==> src/rtl/ysyx_23060203_ifu.sv <==
`default_nettype none
// ==========================================================================
// ysyx_23060203_ifu : PC owner and AXI-lite-style instruction fetch unit
// Rev 1.0
// ==========================================================================
module ysyx_23060203_ifu #(
  parameter logic [31:0] RESET_PC = 32'h8000_0000,
  parameter logic [31:0] NOP_INST = 32'h0000_0013
) (
  input  logic        clk,
  input  logic        rst,
  output logic [31:0] imem_araddr,
  output logic        imem_arvalid,
  input  logic        imem_arready,
  input  logic [31:0] imem_rdata,
  input  logic [1:0]  imem_rresp,
  input  logic        imem_rvalid,
  output logic        imem_rready,
  output logic        out_valid,
  input  logic        out_ready,
  output logic [31:0] out_inst,
  output logic [31:0] out_pc,
  output logic [1:0]  out_err,
  input  logic        next_valid,
  input  logic [31:0] next_pc
);

  typedef enum logic [1:0] {
    S_REQ      = 2'd0,
    S_RESP     = 2'd1,
    S_OUT      = 2'd2,
    S_WAIT_NPC = 2'd3
  } state_t;

  localparam logic [1:0] c_ERR_NONE  = 2'b00;
  localparam logic [1:0] c_ERR_FAULT = 2'b01;
  localparam logic [1:0] c_ERR_ALIGN = 2'b10;

  state_t      state_q, state_d;
  logic [31:0] pc_q, pc_d;
  logic [31:0] inst_q, inst_d;
  logic [1:0]  err_q, err_d;
  logic        w_take_npc;

  // A new PC is accepted on an output handshake or while idling for it.
  always_comb begin
    w_take_npc = 1'b0;
    if (state_q == S_OUT)
      w_take_npc = out_ready && next_valid;
    else if (state_q == S_WAIT_NPC)
      w_take_npc = next_valid;
  end

  always_comb begin
    state_d = state_q;
    pc_d    = pc_q;
    inst_d  = inst_q;
    err_d   = err_q;
    case (state_q)
      S_REQ: begin
        if (imem_arready) state_d = S_RESP;
      end
      S_RESP: begin
        if (imem_rvalid) begin
          state_d = S_OUT;
          if (imem_rresp == 2'b00) begin
            inst_d = imem_rdata;
            err_d  = c_ERR_NONE;
          end else begin
            inst_d = NOP_INST;
            err_d  = c_ERR_FAULT;
          end
        end
      end
      S_OUT: begin
        if (out_ready && !next_valid) state_d = S_WAIT_NPC;
      end
      default: begin
      end
    endcase

    // Misaligned targets never reach memory; a NOP is handed out directly.
    if (w_take_npc) begin
      pc_d = next_pc;
      if (next_pc[1:0] == 2'b00) begin
        state_d = S_REQ;
      end else begin
        state_d = S_OUT;
        inst_d  = NOP_INST;
        err_d   = c_ERR_ALIGN;
      end
    end
  end

  always_ff @(posedge clk or posedge rst) begin
    if (rst) begin
      state_q <= S_REQ;
      pc_q    <= RESET_PC;
      inst_q  <= NOP_INST;
      err_q   <= c_ERR_NONE;
    end else begin
      state_q <= state_d;
      pc_q    <= pc_d;
      inst_q  <= inst_d;
      err_q   <= err_d;
    end
  end

  // REQ is the reset state, so the request is masked while reset is held.
  assign imem_araddr  = pc_q;
  assign imem_arvalid = (state_q == S_REQ) && !rst;
  assign imem_rready  = (state_q == S_RESP);
  assign out_valid    = (state_q == S_OUT);
  assign out_inst     = inst_q;
  assign out_pc       = pc_q;
  assign out_err      = err_q;

endmodule
`default_nettype wire

==> config.mk <==
export PLATFORM = sky130hd
export DESIGN_NAME = ysyx_23060203_ifu
export DESIGN_NICKNAME = d
export VERILOG_FILES = /design/src/rtl/ysyx_23060203_ifu.sv
export SDC_FILE = /design/constraint.sdc
export NUM_CORES = 1
export LEC_CHECK = 0
export ABC_AREA = 1
export BUFFER_PORTS_ARGS = -buffer_cell sky130_fd_sc_hd__buf_4
export CAP_MARGIN = 20
export CORE_ASPECT_RATIO = 1.4
export CORE_MARGIN = 4
export CORE_UTILIZATION = 46
export DETAILED_ROUTE_END_ITERATION = 12
export PLACE_DENSITY = 0.81
export SLEW_MARGIN = 20
export SYNTH_ARGS = -nofsm -noshare
export SYNTH_HDL_FRONTEND = slang
export SYNTH_SLANG_ARGS = --single-unit
==> constraint.sdc <==
create_clock -name clk -period 2.8 [get_ports clk]
set_clock_uncertainty 0.05 [all_clocks]
set_input_delay 0.28 -clock clk [delete_from_list [all_inputs] [get_ports clk]]
set_output_delay 0.28 -clock clk [all_outputs]
set_load 0.005 [all_outputs]
==> results.md <==
- Status: complete, no violations
- Synth warn: 0
- PortBufs: 172
- Site Rows: 36
- Area Overhead vs Synth: 36.4%
- Initial DRT Pass Iterations: 4
- Cts hold-fix bufs: 0
- Root cell of the clock tree: clkbuf_8
- Top post-synthesis cells by area: dfrtp_1 (48%), nand2_1 (21%), buf_4 (8.5%)
- Reg2Reg Depth: 9
- Number of global-route vias before repair: 2,955
- Initial antenna violation count: 0
- Minimum clock period: 1.88 ns
- Pwr dens: 932 nW/um2
- Netlist cell types: 20
- Fin nets: 627
- Total GRT Usage: 19.8%
- Clk pin slew, worst setup/hold paths: 0.07 ns
- Die H: 109 um
- Yosys top cell by area: dfrtp_1
- GRT overflow: 0
- Share of cells above drive strength 1: 38.0%
- TritonCTS clock tree: built
- Die Width: 80.3 um
- Rel. slew slack: 52.0%
- Post-CTS Resized: 0
- CP endpoint: state_q[1]$_DFFE_PP0P_
- DRC errors left: 0
- Dpl hpwl: 6390 um
- RePlAce Congestion: 0.844
- Worst R2R End: state_q[1]$_DFFE_PP0P_
- Setup crit start kind: register
- CP arrival: 2.05 ns
- Diode count: 0
- Vias post-DR: 2,974
- Max Root-Sink Buffers: 2
- Leak pwr: 2.84 nW
- Peak VDD IR: 543 uV
- Total Neg Setup Slack: 0 ns
- Initial Util: 47.9%
- Period utilization: 67.3%
- Wire per inst: 13.0 um
- Post-CTS Setup Bufs: 0
- Reg2reg setup slack: 0.92 ns
- Hold Path Class: input pin to asynchronous set/reset pin
- Setup-failing EPs final: 0
- Clk_lat worst skew: 0.33 ns
- Fmax achieved: 531 MHz
- Largest net degree at the start of global routing: 38
- Total Wirelength: 8430 um
- First-pass GRT wire length: 13,500 um
- Commonest non-fill, non-tap cell in the layout: nand2_1
- Sequential-to-total area share from yosys stat: 50.7%
- ANT nets after route: 0
- Initial DRC Count: 104
- Commonest non-fill, non-tap cells in the layout: nand2_1 (191), buf_4 (174), dfrtp_1 (64), inv_1 (37), nand3_1 (32)
- Register bit total from synthesis: 68
- CP Data Required Time: 2.97 ns
- Slew Limit Fails: 0
- Syn_area_per_cell: 8.13 um2
- Synthesized Nets: 491
- Num CTS Buffers: 9
- Max H-tree Level: 3
- Die Footprint: 8770 um2
- Core area: 7030 um2
- CP Launch Point: state_q[0]$_DFFE_PP0P_
- Synth top area share: 47.6%
- Fin Hold WS: 0.0353 ns
- # IOs: 173
- CP max FO: 37
- Sink Count: 68
- Tightest Pin Transition: 0.719 ns
- Critical path type: register to register
- Unrepaired setup endpoints after global routing: false
- Final hold vios: 0
- RR Startpoint: state_q[0]$_DFFE_PP0P_
- Critical Path End Type: register
- Avg Vias per Cell: 4.58
- Synth Instances: 414
- # fillers: 619
- Mapped Area: 3360 um2
- Maxcap violations: 0
final cells by class:
class,count,area [um2],area share [%]
Inverter,41,159,3.46
Clock buffer,13,149,3.24
Multi-Input combinational cell,255,1110,24.3
Sequential cell,68,1710,37.2
Clock inverter,3,15.0,0.327
Timing Repair Buffer,175,1330,28.9
Tap cell,95,119,2.59
how the worst min path moves through the flow:
stage / from / end / cells past startpoint
floorplan: next_pc[31] / imem_araddr[31]$_DFFE_PP1P_ / 2
global placement: rst / out_inst[8]$_DFF_PP0_ / 2
detailed placement: rst / out_inst[8]$_DFF_PP0_ / 2
CTS: rst / out_inst[26]$_DFF_PP0_ / 2
global route: next_pc[10] / imem_araddr[10]$_DFFE_PP0P_ / 3
finish: rst / out_inst[8]$_DFF_PP0_ / 2
cells in the mapped netlist:
| master | n |
|---|---|
| nand3_4 | 1 |
| buf_2 | 6 |
| o22ai_1 | 3 |
| dfstp_2 | 4 |
| inv_1 | 38 |
| nand3_1 | 32 |
| nand2_2 | 10 |
| a21oi_1 | 1 |
| inv_2 | 2 |
| nand2_1 | 191 |
| nand3_2 | 2 |
| buf_4 | 38 |
| ha_1 | 5 |
| nor2_1 | 6 |
| buf_6 | 5 |
| o21ai_0 | 3 |
| nand2_4 | 1 |
| buf_8 | 1 |
| inv_6 | 1 |
| dfrtp_1 | 64 |
state kept, by name (all words and copies together) (netlist names):
register,count
imem_araddr,32
out_err,2
out_inst,32
state_q,2
power by group:
part           switching, W  internal [W]
logic              0.000955       0.00101
registers          0.000285       0.00134
clock network      0.000336      0.000342
through the flow:
| step | utilization (%) | power, W | cells | worst slack (ns) | area [um2] |
|---|---|---|---|---|---|
| 2_1_floorplan | - | 0.00286 | 414 | 0.765 | 3360 |
| 3_3_place_gp | 63.0 | 0.00358 | 634 | 0.970 | 4430 |
| 3_5_place_dp | 63.0 | 0.00365 | 634 | 0.874 | 4430 |
| 4_1_cts | 65.3 | 0.00435 | 650 | 0.857 | 4590 |
| 5_1_grt | 65.3 | 0.00465 | 650 | 0.748 | 4590 |
| 6_report | 65.3 | 0.00428 | 650 | 0.915 | 4590 |
kinds of logic (layout without fill, tap and decap cells):
logic type	after synthesis	after routing	synth area share (%)
flops	68	68	50.7
simple gates	243	243	30.0
compound gates	7	7	1.15
fa+ha+maj	5	5	1.86
buf+inv	91	232	16.2
metal layers:
layer | vias to the layer above | routed length, um | part of all wire (%) | GRT usage, %
li1 | 1483 | - | - | -
met1 | 1350 | 3250 | 39 | 22.7
met2 | 127 | 4320 | 51 | 34.3
met3 | 14 | 679 | 8.1 | 4.55
met4 | 0 | 179 | 2.1 | 9.90
met5 | - | 0 | 0 | 0
critical path, cell delays in order (launching register included):
cell and delay, ns:
dfrtp_1 0.43, inv_1 0.10, ha_1 0.27, inv_2 0.06, nand3_2 0.09, nand2_4 0.22, inv_6 0.32, nand2_1 0.12
nand2_1 0.07, nand2_1 0.04
Note: power is estimated with default switching activity, not from simulation.
